### src/rtl/lenet_layer_sequencer_if.sv
// Handshake bundle between the host/test logic and the LeNet layer sequencer:
// frame control in, per-layer enable/done pairs, and status/counter outputs.
interface lenet_layer_sequencer_if #(
    parameter int CNT_WIDTH   = 16,
    parameter int FRAME_WIDTH = 8
);
    logic                   start;
    logic                   abort;
    logic                   clear_err;
    logic                   L1_done;
    logic                   L3_done;
    logic                   L5_done;
    logic                   L1_en;
    logic                   L3_en;
    logic                   L5_en;
    logic                   busy;
    logic                   frame_done;
    logic                   error;
    logic [1:0]             err_layer;
    logic [FRAME_WIDTH-1:0] frame_count;
    logic [CNT_WIDTH-1:0]   cycle_count;

    modport master (
        output start, abort, clear_err, L1_done, L3_done, L5_done,
        input  L1_en, L3_en, L5_en, busy, frame_done, error, err_layer,
               frame_count, cycle_count
    );

    modport slave (
        input  start, abort, clear_err, L1_done, L3_done, L5_done,
        output L1_en, L3_en, L5_en, busy, frame_done, error, err_layer,
               frame_count, cycle_count
    );
endinterface

### src/rtl/lenet_layer_sequencer.sv
// Frame scheduler for the LeNet-5 datapath: runs L1, L3 and L5 in order with settle
// gaps between them, a per-layer watchdog, abort and an error trap.
module lenet_layer_sequencer #(
    parameter int CNT_WIDTH      = 16,
    parameter int TIMEOUT_CYCLES = 65535,
    parameter int GAP_CYCLES     = 2,
    parameter int FRAME_WIDTH    = 8
) (
    input  logic                    clk,
    input  logic                    rst,
    lenet_layer_sequencer_if.slave  bus
);

    typedef enum logic [2:0] {
        IDLE   = 3'd0,
        RUN_L1 = 3'd1,
        GAP_1  = 3'd2,
        RUN_L3 = 3'd3,
        GAP_3  = 3'd4,
        RUN_L5 = 3'd5,
        FINISH = 3'd6,
        ERROR  = 3'd7
    } state_t;

    localparam logic [CNT_WIDTH-1:0]   TIMEOUT_LAST = CNT_WIDTH'(TIMEOUT_CYCLES - 1);
    localparam logic [CNT_WIDTH-1:0]   GAP_LAST     = CNT_WIDTH'(GAP_CYCLES - 1);
    localparam logic [CNT_WIDTH-1:0]   CNT_ONE      = CNT_WIDTH'(1);
    localparam logic [FRAME_WIDTH-1:0] FRAME_ONE    = FRAME_WIDTH'(1);

    state_t                 state_r;
    state_t                 state_next_s;
    logic [CNT_WIDTH-1:0]   cycle_count_r;
    logic [CNT_WIDTH-1:0]   gap_cnt_r;
    logic [FRAME_WIDTH-1:0] frame_count_r;
    logic [1:0]             err_layer_r;
    logic [1:0]             err_code_s;
    logic                   L1_en_r;
    logic                   L3_en_r;
    logic                   L5_en_r;
    logic                   busy_r;
    logic                   frame_done_r;
    logic                   error_r;
    logic                   timeout_s;
    logic                   gap_done_s;
    logic                   next_is_run_s;
    logic                   next_is_gap_s;

    // Next-state decode; abort outranks done, and done outranks the watchdog.
    always_comb begin
        state_next_s  = state_r;
        err_code_s    = 2'b00;
        timeout_s     = (cycle_count_r == TIMEOUT_LAST);
        gap_done_s    = (gap_cnt_r >= GAP_LAST);
        case (state_r)
            IDLE: begin
                if (bus.start && !bus.abort) state_next_s = RUN_L1;
                else                         state_next_s = IDLE;
            end
            RUN_L1: begin
                err_code_s = 2'b01;
                if (bus.abort)        state_next_s = IDLE;
                else if (bus.L1_done) state_next_s = GAP_1;
                else if (timeout_s)   state_next_s = ERROR;
                else                  state_next_s = RUN_L1;
            end
            GAP_1: begin
                if (bus.abort)                       state_next_s = IDLE;
                else if (gap_done_s && !bus.L1_done) state_next_s = RUN_L3;
                else                                 state_next_s = GAP_1;
            end
            RUN_L3: begin
                err_code_s = 2'b10;
                if (bus.abort)        state_next_s = IDLE;
                else if (bus.L3_done) state_next_s = GAP_3;
                else if (timeout_s)   state_next_s = ERROR;
                else                  state_next_s = RUN_L3;
            end
            GAP_3: begin
                if (bus.abort)                       state_next_s = IDLE;
                else if (gap_done_s && !bus.L3_done) state_next_s = RUN_L5;
                else                                 state_next_s = GAP_3;
            end
            RUN_L5: begin
                err_code_s = 2'b11;
                if (bus.abort)        state_next_s = IDLE;
                else if (bus.L5_done) state_next_s = FINISH;
                else if (timeout_s)   state_next_s = ERROR;
                else                  state_next_s = RUN_L5;
            end
            FINISH: begin
                state_next_s = IDLE;
            end
            ERROR: begin
                if (bus.clear_err) state_next_s = IDLE;
                else               state_next_s = ERROR;
            end
            default: begin
                state_next_s = IDLE;
            end
        endcase
    end

    assign next_is_run_s = (state_next_s == RUN_L1) || (state_next_s == RUN_L3) ||
                           (state_next_s == RUN_L5);
    assign next_is_gap_s = (state_next_s == GAP_1) || (state_next_s == GAP_3);

    // State, counters and all outputs registered from the next-state decode.
    always_ff @(posedge clk) begin
        if (rst) begin
            state_r       <= IDLE;
            cycle_count_r <= {CNT_WIDTH{1'b0}};
            gap_cnt_r     <= {CNT_WIDTH{1'b0}};
            frame_count_r <= {FRAME_WIDTH{1'b0}};
            err_layer_r   <= 2'b00;
            L1_en_r       <= 1'b0;
            L3_en_r       <= 1'b0;
            L5_en_r       <= 1'b0;
            busy_r        <= 1'b0;
            frame_done_r  <= 1'b0;
            error_r       <= 1'b0;
        end else begin
            state_r      <= state_next_s;
            L1_en_r      <= (state_next_s == RUN_L1);
            L3_en_r      <= (state_next_s == RUN_L3);
            L5_en_r      <= (state_next_s == RUN_L5);
            busy_r       <= (state_next_s != IDLE) && (state_next_s != ERROR);
            frame_done_r <= (state_next_s == FINISH);
            error_r      <= (state_next_s == ERROR);

            if (next_is_run_s && (state_next_s == state_r)) cycle_count_r <= cycle_count_r + CNT_ONE;
            else                                            cycle_count_r <= {CNT_WIDTH{1'b0}};

            // Gap counter saturates so a long-held done cannot wrap it.
            if (next_is_gap_s && (state_next_s == state_r) && (gap_cnt_r < GAP_LAST))
                gap_cnt_r <= gap_cnt_r + CNT_ONE;
            else if (next_is_gap_s && (state_next_s == state_r))
                gap_cnt_r <= gap_cnt_r;
            else
                gap_cnt_r <= {CNT_WIDTH{1'b0}};

            if (state_next_s == FINISH) frame_count_r <= frame_count_r + FRAME_ONE;
            else                        frame_count_r <= frame_count_r;

            if ((state_next_s == ERROR) && (state_r != ERROR)) err_layer_r <= err_code_s;
            else if (state_next_s == ERROR)                    err_layer_r <= err_layer_r;
            else                                               err_layer_r <= 2'b00;
        end
    end

    assign bus.L1_en       = L1_en_r;
    assign bus.L3_en       = L3_en_r;
    assign bus.L5_en       = L5_en_r;
    assign bus.busy        = busy_r;
    assign bus.frame_done  = frame_done_r;
    assign bus.error       = error_r;
    assign bus.err_layer   = err_layer_r;
    assign bus.frame_count = frame_count_r;
    assign bus.cycle_count = cycle_count_r;

endmodule

### src/flat_wrapper.sv
// flat-port wrapper written by rule: the top's interface ports become plain ports
module lenet_layer_sequencer_flat 
#(
    parameter int CNT_WIDTH      = 16,
    parameter int TIMEOUT_CYCLES = 65535,
    parameter int GAP_CYCLES     = 2,
    parameter int FRAME_WIDTH    = 8
)
  (clk, rst, bus_start, bus_abort, bus_clear_err, bus_L1_done, bus_L3_done, bus_L5_done, bus_L1_en, bus_L3_en, bus_L5_en, bus_busy, bus_frame_done, bus_error, bus_err_layer, bus_frame_count, bus_cycle_count);
  lenet_layer_sequencer_if #(.CNT_WIDTH(CNT_WIDTH), .FRAME_WIDTH(FRAME_WIDTH)) bus_i ();
  input  logic clk;
  input  logic rst;
  input wire logic [$bits(bus_i.start)-1:0] bus_start;
  input wire logic [$bits(bus_i.abort)-1:0] bus_abort;
  input wire logic [$bits(bus_i.clear_err)-1:0] bus_clear_err;
  input wire logic [$bits(bus_i.L1_done)-1:0] bus_L1_done;
  input wire logic [$bits(bus_i.L3_done)-1:0] bus_L3_done;
  input wire logic [$bits(bus_i.L5_done)-1:0] bus_L5_done;
  output wire logic [$bits(bus_i.L1_en)-1:0] bus_L1_en;
  output wire logic [$bits(bus_i.L3_en)-1:0] bus_L3_en;
  output wire logic [$bits(bus_i.L5_en)-1:0] bus_L5_en;
  output wire logic [$bits(bus_i.busy)-1:0] bus_busy;
  output wire logic [$bits(bus_i.frame_done)-1:0] bus_frame_done;
  output wire logic [$bits(bus_i.error)-1:0] bus_error;
  output wire logic [$bits(bus_i.err_layer)-1:0] bus_err_layer;
  output wire logic [$bits(bus_i.frame_count)-1:0] bus_frame_count;
  output wire logic [$bits(bus_i.cycle_count)-1:0] bus_cycle_count;
  assign bus_i.start = bus_start;
  assign bus_i.abort = bus_abort;
  assign bus_i.clear_err = bus_clear_err;
  assign bus_i.L1_done = bus_L1_done;
  assign bus_i.L3_done = bus_L3_done;
  assign bus_i.L5_done = bus_L5_done;
  assign bus_L1_en = bus_i.L1_en;
  assign bus_L3_en = bus_i.L3_en;
  assign bus_L5_en = bus_i.L5_en;
  assign bus_busy = bus_i.busy;
  assign bus_frame_done = bus_i.frame_done;
  assign bus_error = bus_i.error;
  assign bus_err_layer = bus_i.err_layer;
  assign bus_frame_count = bus_i.frame_count;
  assign bus_cycle_count = bus_i.cycle_count;
  lenet_layer_sequencer #(.CNT_WIDTH(CNT_WIDTH), .TIMEOUT_CYCLES(TIMEOUT_CYCLES), .GAP_CYCLES(GAP_CYCLES), .FRAME_WIDTH(FRAME_WIDTH)) u_core (.clk(clk), .rst(rst), .bus(bus_i));
endmodule
### config.mk
export PLATFORM = sky130hd
export DESIGN_NAME = lenet_layer_sequencer_flat
export DESIGN_NICKNAME = d
export VERILOG_FILES = /design/src/rtl/lenet_layer_sequencer_if.sv /design/src/rtl/lenet_layer_sequencer.sv /design/src/flat_wrapper.sv
export SDC_FILE = /design/constraint.sdc
export NUM_CORES = 1
export LEC_CHECK = 0
export BUFFER_PORTS_ARGS = -buffer_cell sky130_fd_sc_hd__buf_2
export CAP_MARGIN = 20
export CORE_ASPECT_RATIO = 1.1
export CORE_UTILIZATION = 55
export CTS_CLUSTER_SIZE = 14
export DETAILED_ROUTE_END_ITERATION = 8
export HOLD_SLACK_MARGIN = 0.02
export PLACE_DENSITY = 0.78
export SLEW_MARGIN = 15
export SYNTH_ARGS = -nofsm -noshare
export SYNTH_HDL_FRONTEND = slang
export SYNTH_SLANG_ARGS = --single-unit
export TNS_END_PERCENT = 100
### constraint.sdc
create_clock -name clk -period 2.9 [get_ports clk]
set_clock_uncertainty 0.15 [all_clocks]
set_input_delay 0.58 -clock clk [delete_from_list [all_inputs] [get_ports clk]]
set_output_delay 0.58 -clock clk [all_outputs]
set_load 0.02 [all_outputs]
# Word level (Yosys, flattened, before mapping)
# Cells that the tools add are included.
# word_totals
regBits	51
out_inout_bits	32
wordCells	75
# op_classes
add_sub_neg	3
magnitude_cmp	2
n_eq_ne	20
n_mux	21
bitwise_logic	1
n_reduce_logical	17
# ops
cell	n
3-bit 2-to-1 mux	11
16-bit by 1-bit adder with 16-bit output, second input constant	2
16-bit 2-to-1 mux	2
3-bit == test, second input constant	8
3-bit one-hot mux with 8 select lines	1
16-bit == test, second input constant	1
16-bit by 1-bit greater-or-equal comparator with 1-bit output, second input constant	1
16-bit by 1-bit < comparator with 1-bit output, second input constant	1
3-bit by 2-bit == test with 1-bit output, second input constant	4
8-bit by 1-bit adder with 8-bit output, second input constant	1
1-bit logical AND	8
3-bit by 1-bit == test with 1-bit output, second input constant	2
2-bit 2-to-1 mux	3
3-bit inequality test, second input constant	2
2-bit one-hot mux with 3 select lines	1
2-bit inequality test, second input constant	2
3-bit == test	1
1-bit logical NOT	3
3-bit logical NOT	1
1-bit logical OR	3
1-bit 2-to-1 mux	3
3-bit nonzero test	1
2-bit OR reduction	1
1-bit NOT	1

# Longest topological paths before layout
# logic_depth
word_depth	11
ltp_mapped	8

# Least setup slack after synthesis
# OpenSTA, ideal clock, no wires.
# synth_timing
kind	register to register
start	reg u_core.cycle_count_r[2] (netlist: u_core.bus.cycle_count[2])
end	reg u_core.cycle_count_r[0] (netlist: u_core.bus.cycle_count[0])
t_arrival_ns	1.968
t_required_ns	2.619
path_slack_ns	0.651
stages_incl_launch_ff	7
path_buffers	1
period_less_slack_ns	2.249
cell_sequence	dfxtp_1 nand4_2 or4_4 o2111a_1 a31oi_4 buf_12 nor3_2
# synth_via
elab_chain_cells	11
word_cells_on_any_way	20
classes_between	eq/ne (5); mux (10); bitwise (1); reduce/logical (4)
# synth_lines
item	line	source
from (decl)	lenet_layer_sequencer.sv:32	logic [CNT_WIDTH-1:0] cycle_count_r;
from (signal assigned)	lenet_layer_sequencer.sv:111	cycle_count_r <= {CNT_WIDTH{1'b0}};
from (signal assigned)	lenet_layer_sequencer.sv:130	if (next_is_run_s && (state_next_s == state_r)) cycle_count_r <= cycle_count_r + CNT_ONE;
from (signal assigned)	lenet_layer_sequencer.sv:131	else cycle_count_r <= {CNT_WIDTH{1'b0}};
16-bit == test *	lenet_layer_sequencer.sv:52	timeout_s = (cycle_count_r == TIMEOUT_LAST);
2-bit 2-to-1 mux (tied with other cells)	lenet_layer_sequencer.sv:87	else if (timeout_s) state_next_s = ERROR;
3-bit 2-to-1 mux (on tied branches)	lenet_layer_sequencer.sv:86, lenet_layer_sequencer.sv:74, lenet_layer_sequencer.sv:62	
3-bit 2-to-1 mux (on tied branches)	lenet_layer_sequencer.sv:85, lenet_layer_sequencer.sv:73, lenet_layer_sequencer.sv:61	
3-bit one-hot mux with 8 select lines *	lenet_layer_sequencer.sv:54	case (state_r)
3-bit by 1-bit == test with 1-bit output or 3-bit by 2-bit == test with 1-bit output (tied branches)	lenet_layer_sequencer.sv:103	assign next_is_run_s = (state_next_s == RUN_L1) || (state_next_s == RUN_L3) ||
1-bit logical OR (2 in series)	lenet_layer_sequencer.sv:103	
1-bit logical AND *	lenet_layer_sequencer.sv:130	
1-bit NOT (no source line) *	-	
2-bit OR reduction (no source line) *	-	
# Every way passes the cells marked *; elsewhere a longest branch is shown, timed or not.
# A chain may end at the register's enable or synchronous reset.

# Worst setup path after layout
# layout_timing
start	reg u_core.gap_cnt_r[0]
end	reg u_core.gap_cnt_r[10]
# layout_via
elab_chain_cells	10
word_cells_on_any_way	18
classes_between	add/sub (1); order compare (2); eq/ne (4); mux (6); reduce/logical (5)
# layout_lines
item	line	source
from (decl)	lenet_layer_sequencer.sv:33	logic [CNT_WIDTH-1:0] gap_cnt_r;
from (signal assigned)	lenet_layer_sequencer.sv:112	gap_cnt_r <= {CNT_WIDTH{1'b0}};
from (signal assigned)	lenet_layer_sequencer.sv:135	gap_cnt_r <= gap_cnt_r + CNT_ONE;
from (signal assigned)	lenet_layer_sequencer.sv:137	gap_cnt_r <= gap_cnt_r;
16-bit by 1-bit greater-or-equal comparator with 1-bit output	lenet_layer_sequencer.sv:53	gap_done_s = (gap_cnt_r >= GAP_LAST);
1-bit logical AND (on tied branches)	lenet_layer_sequencer.sv:80, lenet_layer_sequencer.sv:68	
1-bit 2-to-1 mux (on tied branches)	lenet_layer_sequencer.sv:80, lenet_layer_sequencer.sv:68	
3-bit 2-to-1 mux (on tied branches)	lenet_layer_sequencer.sv:79, lenet_layer_sequencer.sv:67	
3-bit one-hot mux with 8 select lines	lenet_layer_sequencer.sv:54	
3-bit by 2-bit == test with 1-bit output or 3-bit == test (tied branches)	lenet_layer_sequencer.sv:105	assign next_is_gap_s = (state_next_s == GAP_1) || (state_next_s == GAP_3);
1-bit logical OR	lenet_layer_sequencer.sv:105	
1-bit logical AND	lenet_layer_sequencer.sv:134, lenet_layer_sequencer.sv:136	
1-bit logical AND	lenet_layer_sequencer.sv:134	if (next_is_gap_s && (state_next_s == state_r) && (gap_cnt_r < GAP_LAST))
2-bit inequality test (no source line) or 16-bit 2-to-1 mux (tied branches)	-	
# Parallel ways exist; a longest one is shown, timed or not.

==> reports/metrics.cfg <==
[global_routing]
grt-ovfl-total=0
grt_pass1_wl_um=7755
grt_pass1_vias=1818
grt_max_degree=33
antenna_found_initial=0
grt_use_total_pct=21.22

[routing]
route.vias.total=1985
avgRoutedWirePerCell_um=12.82
first_pass_iters=4
viasPerCell=5.545
routed_wl_um=4589
detail_route.iter0.violations=121
ant_nets=0
drcViolationCount=0

[synthesis]
yosysWarnings=0
synth_area_um2=2436
synth_compound_area_share_pct=11.35
synthesis.nets=281
synth_edf_count=0
synth_ff_type=dfxtp_1
synthMuxAreaShare_pct=0.8218
syn_inst=267
synthAdderAreaFrac_pct=3.082
yosys.area_share.simple_pct=30.66
ys_types=50
async_flop_share_pct=0
yosys.area_share.xor_xnor_pct=5.752
seq_area_frac_synth_pct=41.91
ys_ff_latch=51
synth_top_family_by_area=simple AND/OR/NAND/NOR gates
syn_avg_cell_area_um2=9.124

[placement]
place_congestion=0.8695
io_buffers=39
dp.final_hpwl_um=3227
place_ws_ps=376.0

[die]
die_w_um=65.46
die_h_um=71.80
ios=40
fp.dieArea_um2=4700
core_area_um2=4285
num_rows=25
start_util_pct=56.85

[critical_path]
startpoint_type=flop
critical_path.slowest_cell=nand4b_2
critPathTopFamily=simple AND/OR/NAND/NOR gates
end_kind=flop
worstPathCellList=inv_1 > ha_1 > nor4b_1 > nand4_1 > o2111a_1 > nand4b_2 > nor3_1
max_stage_delay_ps=470
criticalPathCategory=reg2reg
arrival_ps=2550
path_buf_inv=1
crit_required_ps=2980
path_max_fanout=16

[pwr]
p_leak_uw=0.0009931
vdd_drop_max_mv=0.3366
power.density_nw_per_um2=445.3

[clocking]
cts_made_buffers=5
cts.sink_count=51
postCtsSetupRepairBufs=0
htreeDepth=2
hold_buffers=0
clock_path_buffers=2
cts.reportedPaths.clkPinSlew_ps=90
worstSkewPairLatency_ps=310
cts_tree=yes
cts.repair.resized=0
clockRootBuffer=clkbuf_8

[finish]
multi_input_area_um2=1259
drive_above_1_share_pct=23.03
nets=317
regArea_um2=1021
fillers=388
antennaDiodeCount=0
syn_to_final_growth_pct=11.81

[timing]
fin_crit_ps=2474
hold_ws_ps=288.2
drv_slew=0
fin_crit_sh_pct=85.30
hold_viol=0
worstMarginPinSlew_ps=455.3
rsz0062_at_grt=false
tns_ps=0
finalWorstSetupSlack_ps=426.3
fmax_mhz=404.2
slew_headroom_pct=69.65
setup_violations=0

[job]
max_cap_viol_count=0

[run_status]
outcome=finished, final reports clean

[min_path]
min_path_type=reg2reg

[sequential cells by signal (all words and copies together), names as in the netlist]
signal and cells:
u_core.bus.L1_en 1, u_core.bus.L3_en 1, u_core.bus.L5_en 1, u_core.bus.busy 1, u_core.bus.cycle_count 16, u_core.bus.err_layer 2, u_core.bus.error 1, u_core.bus.frame_count 8
u_core.bus.frame_done 1, u_core.gap_cnt_r 16, u_core.state_r 3
[routing by layer]
layer | track usage (%) | share of wire, % | wire length [um] | vias to the layer above
met4 | 11.11 | 2.0 | 93 | 0
met3 | 5.096 | 4.3 | 199 | 11
met1 | 25.77 | 46 | 2117 | 916
li1 | - | - | - | 1020
met2 | 34.48 | 47 | 2179 | 38
met5 | 0 | 0 | 0 | -
[placed cells by master (no fill, tap or decap), types with 2 or more instances in the layout]
cell type and count:
nor2b_1 3, a21oi_1 9, and2_1 4, nor3_1 29, mux2i_1 2, or3_1 6
inv_1 22, clkbuf_8 5, or2_2 2, buf_2 39, nand4_1 9, xor2_1 9
xnor2_1 7, nand4bb_1 3, nor3_2 10, nor4_1 6, buf_4 2, nand2_1 14
dfxtp_1 51, ha_1 6, nand4b_1 2, o21ai_0 8, o21a_1 2, o2111a_1 2
o22ai_1 2, nand3_1 10, o31ai_1 2, clkinv_2 3, nor2_1 13, and3b_1 2
[layout make-up]
class / count / area share [%]
Inverter: 22 / 3.032
Multi-Input combinational cell: 182 / 46.21
Clock buffer: 5 / 2.526
Tap cell: 54 / 2.480
Timing Repair Buffer: 41 / 7.717
Sequential cell: 51 / 37.48
Clock inverter: 3 / 0.5512
[final timing paths]
check,start,to,slack (ps),depth (start not counted)
hold / removal,u_core.gap_cnt_r[6],u_core.gap_cnt_r[6],290,2
setup reg to reg,u_core.gap_cnt_r[0],u_core.gap_cnt_r[10],430,7
hold reg to reg,u_core.gap_cnt_r[6],u_core.gap_cnt_r[6],290,2
setup / recovery,u_core.gap_cnt_r[0],u_core.gap_cnt_r[10],430,7
[Yosys cell counts (3+ instances only)]
master / count / area [um2]
a21oi_1: 9 / 45.04
or3_1: 6 / 37.54
nor3_1: 29 / 145.1
nor4_1: 6 / 37.54
dfxtp_1: 51 / 1021
nand3_1: 10 / 50.05
clkbuf_1: 3 / 11.26
ha_1: 6 / 75.07
buf_2: 7 / 35.03
nor2b_1: 3 / 18.77
nand4bb_1: 3 / 33.78
nor3_2: 10 / 100.1
nand2_1: 14 / 52.55
nand4_1: 9 / 56.30
o21ai_0: 8 / 40.04
nor2_1: 13 / 48.80
xnor2_1: 7 / 61.31
and2_1: 4 / 25.02
inv_1: 22 / 82.58
xor2_1: 9 / 78.83
[metrics by stage]
step / instance area, um2 / instances / util, % / power (uW)
after floorplan: 2436 / 267 / - / 809.3
after global placement: 2640 / 350 / 61.61 / 825.5
after detailed placement: 2640 / 350 / 61.61 / 826.6
after CTS: 2724 / 358 / 63.56 / 1220
after global routing: 2724 / 358 / 63.56 / 1257
final: 2724 / 358 / 63.56 / 1213
[logic make-up (layout without fill, tap and decap cells)]
family,count (synthesis),after routing
AOI/OAI and AO/OA,35,35
xor gates and xnor gates,16,16
adders and majority gates,6,6
buffers and inverters,34,71
DFF,51,51
muxes,2,2
and+or+nand+nor,123,123
[worst reg2reg max path, cell delays in order, from the launching register on]
cell and delay (ps):
dfxtp_1 340, inv_1 90, ha_1 140, nor4b_1 270, nand4_1 280, o2111a_1 380
nand4b_2 470, nor3_1 270
[power by group]
group          total, uW  internal, uW  leakage, uW  switching [uW]
sequential           715           706     0.000411            9.25
combinational       95.7          30.8     0.000534            64.9
clock                402           166    0.0000477             237
(Power assumes the default switching activity.)
